**config.mk**
```make
export PLATFORM = sky130hd
export DESIGN_NAME = kgp_dmem_io
export DESIGN_NICKNAME = d
export VERILOG_FILES = /design/src/rtl/kgp_mmio_pkg.sv /design/src/rtl/kgp_sync_fifo.sv /design/src/rtl/kgp_dmem_io.sv
export SDC_FILE = /design/constraint.sdc
export NUM_CORES = 1
export LEC_CHECK = 0
export BUFFER_PORTS_ARGS = -buffer_cell sky130_fd_sc_hd__buf_2
export CELL_PAD_IN_SITES_DETAIL_PLACEMENT = 1
export CELL_PAD_IN_SITES_GLOBAL_PLACEMENT = 2
export CORE_MARGIN = 5
export CORE_UTILIZATION = 35
export CTS_CLUSTER_SIZE = 14
export DETAILED_ROUTE_END_ITERATION = 8
export PLACE_DENSITY_LB_ADDON = 0.15
export SLEW_MARGIN = 40
export SYNTH_ARGS = -nofsm -noshare
export SYNTH_HDL_FRONTEND = slang
export SYNTH_SLANG_ARGS = --single-unit
```
**constraint.sdc**
```tcl
create_clock -name clk -period 5.4 [get_ports clk]
set_input_delay 0.81 -clock clk [delete_from_list [all_inputs] [get_ports clk]]
set_output_delay 0.81 -clock clk [all_outputs]
set_load 0.02 [all_outputs]
```
**src/rtl/kgp_mmio_pkg.sv**
```systemverilog
// Shared constants and region decode for the kgp data-memory / MMIO controller.
package kgp_mmio_pkg;

  localparam logic [3:0] OFF_TXDATA = 4'h0;
  localparam logic [3:0] OFF_STATUS = 4'h4;
  localparam logic [3:0] OFF_CYCLES = 4'h8;
  localparam logic [3:0] OFF_ERRCNT = 4'hC;

  localparam int unsigned ST_HALTED = 0;
  localparam int unsigned ST_EMPTY  = 1;
  localparam int unsigned ST_FULL   = 2;
  localparam int unsigned ST_OVF    = 3;

  localparam logic [31:0] UNMAPPED_RDATA = 32'hDEAD_BEEF;

  typedef enum logic [1:0] {
    REG_DMEM,
    REG_MMIO,
    REG_UNMAPPED
  } region_e;

  // DMEM occupies [0, 4 << aw); the MMIO window is the 16-byte block at base.
  function automatic region_e decode_region(input logic [31:0] addr, input int unsigned aw,
                                            input logic [31:0] base);
    if ((addr >> (aw + 32'd2)) == 32'd0) return REG_DMEM;
    if (addr[31:4] == base[31:4]) return REG_MMIO;
    return REG_UNMAPPED;
  endfunction

endpackage

```
**src/rtl/kgp_sync_fifo.sv**
```systemverilog
// First-word fall-through synchronous FIFO; head reads as zero while empty.
module kgp_sync_fifo #(
  parameter int unsigned Width = 8,
  parameter int unsigned Depth = 8
) (
  input  logic                   clk_i,
  input  logic                   rst_ni,
  input  logic                   push_i,
  input  logic [Width-1:0]       wdata_i,
  input  logic                   pop_i,
  output logic [Width-1:0]       rdata_o,
  output logic                   full_o,
  output logic                   empty_o,
  output logic [$clog2(Depth):0] count_o
);

  localparam int unsigned AW = $clog2(Depth);

  logic [Width-1:0] mem_q [Depth];
  logic [AW-1:0]    wr_ptr_q, wr_ptr_d, rd_ptr_q, rd_ptr_d;
  logic [AW:0]      count_q, count_d;
  logic             do_push, do_pop;

  assign full_o  = (count_q == (AW + 1)'(Depth));
  assign empty_o = (count_q == '0);
  assign count_o = count_q;
  assign rdata_o = empty_o ? '0 : mem_q[rd_ptr_q];

  // Pop frees a slot in the same cycle, so push-while-full is legal alongside it.
  assign do_pop  = pop_i && !empty_o;
  assign do_push = push_i && (!full_o || do_pop);

  always_comb begin
    wr_ptr_d = wr_ptr_q;
    rd_ptr_d = rd_ptr_q;
    count_d  = count_q;
    if (do_push) wr_ptr_d = wr_ptr_q + AW'(1);
    if (do_pop)  rd_ptr_d = rd_ptr_q + AW'(1);
    if (do_push && !do_pop) count_d = count_q + (AW + 1)'(1);
    if (!do_push && do_pop) count_d = count_q - (AW + 1)'(1);
  end

  always_ff @(posedge clk_i) begin
    if (!rst_ni) begin
      wr_ptr_q <= '0;
      rd_ptr_q <= '0;
      count_q  <= '0;
    end else begin
      wr_ptr_q <= wr_ptr_d;
      rd_ptr_q <= rd_ptr_d;
      count_q  <= count_d;
    end
  end

  always_ff @(posedge clk_i) begin
    if (rst_ni && do_push) mem_q[wr_ptr_q] <= wdata_i;
  end

endmodule

```
**src/rtl/kgp_dmem_io.sv**
```systemverilog
// Data BRAM steering plus MMIO window (char FIFO, status, cycle counter, error
// counter) sitting on the core's data port.
module kgp_dmem_io
  import kgp_mmio_pkg::*;
#(
  parameter int unsigned DMEM_AW    = 10,
  parameter int unsigned FIFO_DEPTH = 8,
  parameter logic [31:0] MMIO_BASE  = 32'hFFFF_FF00
) (
  input  logic               clk,
  input  logic               start,
  input  logic [31:0]        cpu_da,
  input  logic [31:0]        cpu_wdata,
  input  logic [3:0]         cpu_wea,
  input  logic               cpu_stop,
  output logic [31:0]        cpu_rdata,
  output logic [DMEM_AW-1:0] mem_addr,
  output logic [31:0]        mem_din,
  output logic [3:0]         mem_wea,
  input  logic [31:0]        mem_dout,
  output logic [7:0]         out_data,
  output logic               out_valid,
  input  logic               out_ready,
  output logic               halted
);

  localparam int unsigned CW = $clog2(FIFO_DEPTH) + 1;

  region_e       region;
  logic [3:0]    offset;
  logic          wr_any, tx_wr, st_wr;
  logic          fifo_push, fifo_pop, fifo_full, fifo_empty;
  logic [7:0]    fifo_head;
  logic [CW-1:0] fifo_count;
  logic          unused_fifo_count;
  logic          ovf_q, ovf_d;
  logic          halted_q, halted_d;
  logic [31:0]   cycles_q, cycles_d;
  logic [31:0]   errcnt_q, errcnt_d;
  logic [31:0]   status;

  assign region = decode_region(cpu_da, DMEM_AW, MMIO_BASE);
  assign offset = cpu_da[3:0];
  assign wr_any = |cpu_wea;
  assign tx_wr  = wr_any && (region == REG_MMIO) && (offset == OFF_TXDATA);
  assign st_wr  = wr_any && (region == REG_MMIO) && (offset == OFF_STATUS);

  assign mem_addr = cpu_da[DMEM_AW+1:2];
  assign mem_din  = cpu_wdata;
  assign mem_wea  = (start && region == REG_DMEM) ? cpu_wea : 4'b0000;

  assign fifo_pop  = out_ready && !fifo_empty;
  assign fifo_push = tx_wr && (!fifo_full || fifo_pop);

  kgp_sync_fifo #(
    .Width (8),
    .Depth (FIFO_DEPTH)
  ) u_fifo (
    .clk_i   (clk),
    .rst_ni  (start),
    .push_i  (fifo_push),
    .wdata_i (cpu_wdata[7:0]),
    .pop_i   (fifo_pop),
    .rdata_o (fifo_head),
    .full_o  (fifo_full),
    .empty_o (fifo_empty),
    .count_o (fifo_count)
  );

  assign unused_fifo_count = ^fifo_count;

  assign out_data  = fifo_head;
  assign out_valid = !fifo_empty;
  assign halted    = halted_q;

  always_comb begin
    halted_d = halted_q | cpu_stop;
    // Counter still advances on the edge that sets halted, then holds.
    cycles_d = halted_q ? cycles_q : cycles_q + 32'd1;
    ovf_d    = ovf_q;
    if (st_wr && cpu_wdata[ST_OVF]) ovf_d = 1'b0;
    if (tx_wr && fifo_full && !fifo_pop) ovf_d = 1'b1;
    errcnt_d = errcnt_q;
    if (wr_any && region == REG_UNMAPPED && errcnt_q != 32'hFFFF_FFFF) begin
      errcnt_d = errcnt_q + 32'd1;
    end
  end

  always_comb begin
    status            = '0;
    status[ST_HALTED] = halted_q;
    status[ST_EMPTY]  = fifo_empty;
    status[ST_FULL]   = fifo_full;
    status[ST_OVF]    = ovf_q;
    cpu_rdata         = UNMAPPED_RDATA;
    if (region == REG_DMEM) begin
      cpu_rdata = mem_dout;
    end else if (region == REG_MMIO) begin
      case (offset)
        OFF_TXDATA: cpu_rdata = '0;
        OFF_STATUS: cpu_rdata = status;
        OFF_CYCLES: cpu_rdata = cycles_q;
        OFF_ERRCNT: cpu_rdata = errcnt_q;
        default:    cpu_rdata = UNMAPPED_RDATA;
      endcase
    end
  end

  always_ff @(posedge clk) begin
    if (!start) begin
      ovf_q    <= 1'b0;
      halted_q <= 1'b0;
      cycles_q <= '0;
      errcnt_q <= '0;
    end else begin
      ovf_q    <= ovf_d;
      halted_q <= halted_d;
      cycles_q <= cycles_d;
      errcnt_q <= errcnt_d;
    end
  end

endmodule

```
# --- After elaboration in Yosys (flattened, before gate mapping) ---
# Memories as Yosys holds them, arrays and structs flattened. A register that Yosys moved wholly into a read port is not among the register bits.
# Index checks and enable logic that the tools add are counted.
op_classes:
  eq_ne: 8
  add_sub_neg: 6
  muxes: 20
  bitwise: 1
  n_reduce_logical: 30
ops:
  columns: ["operator", "count"]
  rows:
  - ["one-hot mux 32 bit (4 select lines)", 1]
  - ["adder 32 x 1 -> 32 bit (second input constant)", 2]
  - ["2-to-1 mux 32 bit", 2]
  - ["zero test 32 bit", 1]
  - ["inequality test 32 bit (second input constant)", 1]
  - ["== test 28 bit (second input constant)", 1]
  - ["logical AND 1 bit", 16]
  - ["== test 4 bit (second input constant)", 3]
  - ["2-to-1 mux 4 bit", 3]
  - ["zero test 4 bit", 2]
  - ["2-to-1 mux 2 bit", 4]
  - ["2-to-1 mux 8 bit", 1]
  - ["2-to-1 mux 1 bit", 7]
  - ["adder 3 x 1 -> 3 bit (second input constant)", 2]
  - ["2-to-1 mux 3 bit", 2]
  - ["zero test 1 bit", 5]
  - ["adder 4 x 1 -> 4 bit (second input constant)", 1]
  - ["== test 4 x 3 -> 1 bit (second input constant)", 1]
  - ["nonzero test 2 bit", 2]
  - ["OR reduction 4 bit", 1]
  - ["subtractor 4 x 1 -> 4 bit (second input constant)", 1]
  - ["== test 2 x 1 -> 1 bit (second input constant)", 1]
  - ["== test 2 bit (second input constant)", 1]
  - ["zero test 2 bit", 1]
  - ["2 further kinds", 3]
totals:
  output_inout_bits: 88
  mem_bits_rw: 64
  memories: 1
  input_bits: 104
  register_bits: 76
  elab_cells: 73
memory_table:
  columns: ["memory", "words", "width", "rd", "rd_clocked_by_memory_dff", "write_ports", "line", "source"]
  rows:
  - ["u_fifo.mem_q", 8, 8, 1, 1, 1, "kgp_sync_fifo.sv:19", "logic [Width-1:0] mem_q [Depth];"]

# --- Depth between registers and ports, before layout ---
# Gate-level depths: netlist of the first run.
depth:
  ltp_word: 13
  mapped_depth: 14
  ltp_nobuf: 12

# --- Modules after synthesis ---
# A second synthesis of the first run with hierarchy kept.
hier_totals:
  cells_unflattened: 744
  hier_area_um2: 7493.4
by_module_without_submodules:
  columns: ["module", "seq_area_each_um2", "instances", "area_per_inst_um2", "cells_each"]
  rows:
  - ["kgp_dmem_io", 1321.3, 1, 4282.9, 558]
  - ["kgp_sync_fifo", 2182.1, 1, 3210.6, 186]

# --- Worst setup path before layout of the first run ---
# OpenSTA, ideal clock, no wires.
synth_timing:
  kind: "input -> register"
  from: "in cpu_da[5]"
  to: "reg u_fifo.count_q[2], in the netlist u_fifo.count_o[2]"
  t_required_ns: 5.330
  arrival_ns: 3.442
  path_slack_ns: 1.887
  setup_time_ns: 0.070
  cell_stages: 14
  path_buffers: 2
  cell_sequence: "or4b_1 -> nor4_1 -> and3_1 -> buf_2 -> and4_1 -> buf_2 -> inv_1 -> ha_1 -> xor2_1 -> ha_1 -> a21oi_1 -> xor2_1 -> or3_1 -> a21oi_1"
synth_between:
  elab_chain_cells: 13
  elab_cells_between_ends: 16
  classes_between: "eq/ne: 2; mux: 6; reduce/logical: 8"
synth_rtl:
  columns: ["element", "line", "source"]
  rows:
  - ["start, declared", "kgp_dmem_io.sv:12", "input logic [31:0] cpu_da,"]
  - ["== test 28 bit (*)", "kgp_mmio_pkg.sv:26", "if (addr[31:4] == base[31:4]) return REG_MMIO;"]
  - ["2-to-1 mux 1 bit (2 in a row)", "kgp_mmio_pkg.sv:26", null]
  - ["2-to-1 mux 2 bit (*)", "kgp_mmio_pkg.sv:27", "return REG_UNMAPPED;"]
  - ["2-to-1 mux 2 bit (*)", "kgp_mmio_pkg.sv:26", null]
  - ["== test 2 x 1 -> 1 bit (*)", "kgp_dmem_io.sv:45", "assign tx_wr = wr_any && (region == REG_MMIO) && (offset == OFF_TXDATA);"]
  - ["logical AND 1 bit (*) (2 in a row)", "kgp_dmem_io.sv:45", null]
  - ["logical AND 1 bit (*)", "kgp_dmem_io.sv:53", "assign fifo_push = tx_wr && (!fifo_full || fifo_pop);"]
  - ["logical AND 1 bit (*)", "kgp_sync_fifo.sv:31", "assign do_push = push_i && (!full_o || do_pop);"]
  - ["zero test 1 bit", "kgp_sync_fifo.sv:40", "if (!do_push && do_pop) count_d = count_q - (AW + 1)'(1);"]
  - ["logical AND 1 bit", "kgp_sync_fifo.sv:40", null]
  - ["2-to-1 mux 4 bit or nonzero test 2 bit (tied branches)", null, null]
  - ["end signal, assigned", "kgp_sync_fifo.sv:51", "count_q <= count_d;"]
  - ["end, declared", "kgp_sync_fifo.sv:21", "logic [AW:0] count_q, count_d;"]
# Mark *: on every way between the ends. The rest lies on a longest branch, timed or not. The select of a mux whose other input is x is not followed.
# A chain may end at the register's enable or synchronous reset.

# --- Worst setup path in the final report of the first run ---
layout_timing:
  from: "in cpu_da[5]"
  to: "reg u_fifo.count_q[3], in the netlist u_fifo.count_o[3]"
# The elaborated chain is that of the path after synthesis.

==> flow_summary.json, run 1 <==
{
  "dr_total_vias": 5948,
  "antenna_found_initial": 0,
  "crit_chain": "buf_2 > or4b_1 > nor4_1 > and3_1 > buf_4 > and4_1 > inv_1 > ha_1 > nor2b_1 > a21oi_1 > o32a_1 > or3_1 > a21oi_1",
  "nets": 930,
  "root_buffer": "clkbuf_16",
  "run_status": "finished clean",
  "criticalPathCategory": "input pin to register",
  "grt_max_degree": 70,
  "relSlewSlack": 0.446,
  "synth_edf_count": 64,
  "grt_usage": 0.184,
  "syn_inst": 732,
  "grt_overflow": 0,
  "hp-class": "register to register",
  "cts.repair.resized": 0,
  "cts_tree": "done",
  "synth.avg_cell_area_um2": 9.99,
  "final_cell_area_um2": 8540,
  "die_h_um": 155,
  "area_growth_syn_to_layout_pct": 16.8,
  "detail_route.vias_per_cell": 5.40,
  "post_synth_num_cell_types": 55,
  "cts_made_buffers": 17,
  "hold_path_startpoint": "u_fifo.wr_ptr_q[1]",
  "final_cell_count_no_fill": 1102,
  "synth.cell_area_um2": 7310,
  "clk_latency_ns": 0.44,
  "grt_pass1_wl_um": 34800,
  "async_flop_share": 0,
  "hold_viol": 0,
  "ys_seq_elements": 143,
  "drt_iter0_markers": 206,
  "drive_gt1_frac": 0.260,
  "r2r-end": "errcnt_q[7]",
  "syn_nets": 843,
  "ys_warn_count": 0,
  "ff2ff_setup_slack_ns": 2.49,
  "yosysSeqAreaShare": 0.479,
  "first_global_vias": 6395,
  "leakage_nw": 3.06,
  "io_buffers": 143,
  "cts_setup_buffers": 0,
  "ir_drop_mv": 0.232,
  "setup_violations": 0,
  "clkTransAtPathRegs_ns": 0.07,
  "max_freq_mhz": 267,
  "critPathCaptureType": "register",
  "final_common_cell": "buf_2",
  "finalMaxSlewViolations": 0,
  "antennaDiodeCount": 0,
  "rsz0062_at_grt": "no",
  "gp_congestion": 0.814,
  "h-tree-depth": 4,
  "min_to": "u_fifo.wr_ptr_q[1]",
  "dpl_cell_area_um2": 7950,
  "fin_worst_skew_ns": 0.00879,
  "worst_slew_pin_slew_ns": 0.828,
  "startpoint_type": "input pin",
  "critPathRequiredTime_ns": 5.76,
  "clockBufferDepth": 2,
  "p_per_area_nw_per_um2": 285,
  "min_path_cells": 2,
  "synthFlopType": "dfxtp_1",
  "drv_cap": 0,
  "mostFrequentLayoutCells": "buf_2, nor2_1, dfxtp_1, edfxtp_1, a21oi_1",
  "first_pass_iters": 4,
  "power.total_mw": 2.44,
  "design.portCount": 192,
  "drcViolationCount": 0,
  "period_minus_slack_ns": 3.75,
  "rows": 52,
  "die_x_um": 155,
  "reg2regPathDepth": 8,
  "r2r_start": "errcnt_q[0]",
  "dpl.hpwl_um": 15900,
  "ant_nets": 0,
  "numClockSinks": 143,
  "cts_hold_buf": 0,
  "cp_common_cell": "a21oi_1",
  "slowest_delay_ns": 0.51,
  "wl_um": 21700,
  "slowest_stage": "or4b_1",
  "finalSetupTns_ns": 0,
  "fp.coreArea_um2": 20400,
  "place_inst": 1070,
  "post-route-period-util": 0.695,
  "start_util": 0.358,
  "wire_per_inst_um": 19.7,
  "cp_max_fo": 36,
  "die-area_um2": 23900,
  "crit_arrival_ns": 4.11
}
-- state kept, by name, summed over array words and instances (netlist names), named ones only --
| register | cells |
|---|---|
| cycles_q | 32 |
| halted | 1 |
| u_fifo.count_o | 4 |
| u_fifo.wr_ptr_q | 3 |
| ovf_q | 1 |
| errcnt_q | 32 |
| u_fifo.mem_q | 64 |
| u_fifo.rd_ptr_q | 3 |
-- cells by family after synthesis --
kind of cell,share of synthesized area
compound gates,0.119
xor+xnor,0.0371
fa+ha+maj,0.0120
buf+inv,0.0722
flops,0.479
mux,0.0773
simple gates,0.204
-- report_power, final --
| part | switching [mW] | internal [mW] |
|---|---|---|
| Combinational | 0.0637 | 0.0395 |
| Clock | 0.530 | 0.660 |
| Sequential | 0.00935 | 1.13 |
-- cell usage after synthesis (all sizes together) (2+ instances only) --
library cell   n  share of area
and3          19          0.016
or2            2         0.0017
nor2          87          0.045
mux2i         16          0.022
nand2         42          0.022
inv            8         0.0041
and2           6         0.0051
nand3         26          0.018
nand4         22          0.022
or3           27          0.023
o31ai          5         0.0051
buf           53          0.052
dfxtp         79           0.22
xnor2          7         0.0084
clkbuf        30          0.016
mux2           4         0.0062
and4           9          0.011
a22o          16          0.019
nor4b          3         0.0036
nand2b         5         0.0043
mux4          16          0.049
nand4b         2         0.0024
o21ai         30          0.021
ha             7          0.012
nor3           4         0.0034
a22oi         24          0.025
nor4          10         0.0094
a21oi         60          0.041
nor2b          5         0.0043
edfxtp        64           0.26
or4            7         0.0072
xor2          24          0.029
-- stage by stage --
stage                     worst slack (ns)  hold slack (ns)  utilization
after floorplan                       1.89            0.448            -
after global placement                1.29            0.481        0.389
after detailed placement              1.20            0.494        0.389
after CTS                             1.64            0.503        0.418
after global routing                  1.43            0.519        0.418
final                                 1.65            0.502        0.418
-- cell type report --
cell class | count | area [um^2]
Multi-Input combinational cell | 497 | 3300
Tap cell | 270 | 338
Fill cell | 2346 | 11900
Sequential cell | 143 | 3500
Clock buffer | 17 | 425
Clock inverter | 15 | 168
Timing Repair Buffer | 151 | 776
Inverter | 9 | 33.8
-- worst max-delay path: cells and delay by family --
kind	cells	cell delay [ns]
simple gates	6	1.91
compound gates	3	0.58
buf+inv	3	0.55
fa+ha+maj	1	0.23
-- routing by layer --
metal / global-route usage / part of all wire / up-vias
met3: 0.0425 / 0.048 / 29
li1: - / - / 2841
met1: 0.220 / 0.41 / 2925
met5: 0 / 0 / -
met4: 0.0601 / 0.019 / 0
met2: 0.328 / 0.52 / 153
-- worst max-delay path by stage --
stage                          from                end  slack [ns]  cells after the start
after floorplan           cpu_da[5]  u_fifo.count_o[2]        1.89                     14
after global placement    cpu_da[5]  u_fifo.count_o[2]        1.29                     14
after detailed placement  cpu_da[5]  u_fifo.count_o[2]        1.20                     14
after CTS                 cpu_da[5]  u_fifo.count_o[2]        1.64                     14
after global routing      cpu_da[5]  u_fifo.count_o[2]        1.43                     14
final                     cpu_da[5]  u_fifo.count_o[3]        1.65                     13
(Power assumes the default switching activity.)
==> run 2, diff against run 1 <==
- CORE_UTILIZATION: 35 -> 33
- clock period: 5.4 -> 3.75 ns (I/O delays scaled with it)
==> run 2 against run 1 <==
  * Sequential power grew 45%
  * Routed wire length grew 2.9%
  * Largest power group unchanged
  * Critical path depth shrank 6
  * Design area grew 1.2%
  * Cell count grew 1.9%
  * Non-clock buffer count grew 11
  * Combinational power grew 44%
  * Clock skew grew 0.0035 ns
==> flow_summary.json, run 2 (synthesis results as in run 1) <==
{
  "min_to": "halted",
  "drive_gt1_frac": 0.266,
  "cts.repair.resized": 0,
  "drt_iter0_markers": 334,
  "detail_route.vias_per_cell": 5.38,
  "fillers": 2482,
  "top_register": "u_fifo.mem_q",
  "fp.coreArea_um2": 21800,
  "reg.largest.list": "u_fifo.mem_q x64, cycles_q x32, errcnt_q x32",
  "die_h_um": 159,
  "crit_buf_inv": 3,
  "first_global_vias": 6436,
  "leakage_nw": 3.12,
  "largest_reg_flops": 64,
  "setup_violations": 0,
  "cp_max_fo": 35,
  "root_buffer": "clkbuf_16",
  "crit_arrival_ns": 2.54,
  "place_ws_ns": 0.287,
  "fin_worst_skew_ns": 0.0123,
  "hp-class": "input pin to register",
  "critPathRequiredTime_ns": 3.19,
  "hold_viol": 0,
  "clockBufferDepth": 2,
  "criticalPathCategory": "input pin to output pin",
  "cp_common_cell": "buf_2",
  "ir_drop_mv": 0.304,
  "slowest_stage": "or4b_1",
  "gp_congestion": 0.790,
  "dpl.hpwl_um": 16200,
  "die_x_um": 159,
  "hold_slack_ns": 0.336,
  "finalSetupTns_ns": 0,
  "startpoint_type": "input pin",
  "reg2regPathDepth": 12,
  "die-area_um2": 25200,
  "grt_usage": 0.175,
  "antennaDiodeCount": 0,
  "post-route-period-util": 0.826,
  "rows": 54,
  "crit_chain": "buf_2 > or4b_1 > nor4_1 > and3_1 > buf_4 > a22o_1 > buf_2",
  "io_buffers": 143,
  "design.portCount": 192,
  "final_util": 0.396,
  "h-tree-depth": 4,
  "grt_max_degree": 69,
  "final_cell_count_no_fill": 1123,
  "slowest_delay_ns": 0.51,
  "cts_made_buffers": 17,
  "rsz0062_at_grt": "no",
  "ant_nets": 0,
  "final_common_cell": "buf_2",
  "numClockSinks": 143,
  "cts_setup_buffers": 0,
  "r2r-end": "u_fifo.count_o[2]",
  "cts_hold_buf": 0,
  "drv_cap": 0,
  "finalMaxSlewViolations": 0,
  "cts_tree": "done",
  "setup_ws_ns": 0.651,
  "crit_family": "simple AND/OR/NAND/NOR gates",
  "wire_per_inst_um": 19.9,
  "relSlewSlack": 0.479,
  "ff2ff_setup_slack_ns": 0.66,
  "multiInputGateArea_um2": 3290,
  "hold_path_startpoint": "cpu_stop",
  "critPathCaptureType": "output pin",
  "mostFrequentLayoutCells": "buf_2, nor2_1, dfxtp_1, edfxtp_1, a21oi_1",
  "clkTransAtPathRegs_ns": 0.07,
  "dr_total_vias": 6038,
  "area_growth_syn_to_layout_pct": 18.2,
  "regArea_um2": 3500,
  "grt_pass1_wl_um": 35600,
  "clk_latency_ns": 0.43,
  "start_util": 0.335,
  "antenna_found_initial": 1,
  "first_pass_iters": 4,
  "wl_um": 22300,
  "worst_slew_pin_slew_ns": 0.782,
  "nets": 941,
  "place_inst": 1091,
  "p_per_area_nw_per_um2": 403,
  "grt_overflow": 0,
  "r2r_start": "u_fifo.count_o[1]",
  "min_path_cells": 3,
  "max_freq_mhz": 323,
  "drcViolationCount": 0,
  "run_status": "finished clean",
  "period_minus_slack_ns": 3.10
}
run 2: changes by cell type in the layout (fill, tap and decap cells not counted), sizes merged:
| cell | delta |
|---|---|
| buf | +11 |
| inv | -4 |
| clkinv | +6 |
| bufinv | -1 |
| clkinvlp | -1 |
run 2: worst max-delay path by stage:
stage,startpoint,end,slack (ns),cells after the start
6_report,cpu_da[5],cpu_rdata[8],0.65,7
3_5_place_dp,cpu_da[5],u_fifo.count_o[2],0.29,13
3_3_place_gp,cpu_da[5],u_fifo.count_o[2],0.40,13
2_1_floorplan,cpu_da[5],u_fifo.count_o[2],0.48,14
5_1_grt,u_fifo.count_o[0],u_fifo.count_o[2],0.41,12
4_1_cts,cpu_da[5],cpu_rdata[8],0.65,7
run 2: power breakdown:
part,switching (mW),total (mW),internal [mW]
clock network,0.785,1.69,0.902
logic,0.0913,0.148,0.0568
registers,0.0147,1.65,1.63
total,0.891,3.48,2.59
run 2: worst register-to-register path, cell delays in order, from the launching register on:
cell	delay, ns
dfxtp_1	0.39
nor4b_1	0.70
nand2_1	0.16
and2_1	0.23
and4_1	0.18
inv_1	0.07
ha_1	0.24
xor2_1	0.10
ha_1	0.20
a21oi_1	0.18
xor2_1	0.11
or3_1	0.32
a21oi_1	0.14
run 2: layer usage:
metal / global-route usage / wire length (um)
met3: 0.0464 / 1290
met1: 0.239 / 10400
met5: 0 / 7
met4: 0.0438 / 247
met2: 0.276 / 10400
run 2: cell type report:
class,count,area share
Inverter,9,0.00391
Clock buffer,17,0.0492
Multi-Input combinational cell,497,0.381
Clock inverter,15,0.0210
Tap cell,280,0.0405
Timing Repair Buffer,162,0.0993
Sequential cell,143,0.405
run 2: stage by stage:
stage	total power [mW]	cell area (um^2)
after floorplan	1.79	7310
after global placement	1.82	8040
after detailed placement	1.83	8040
after CTS	3.53	8640
after global routing	3.62	8650
final	3.48	8650
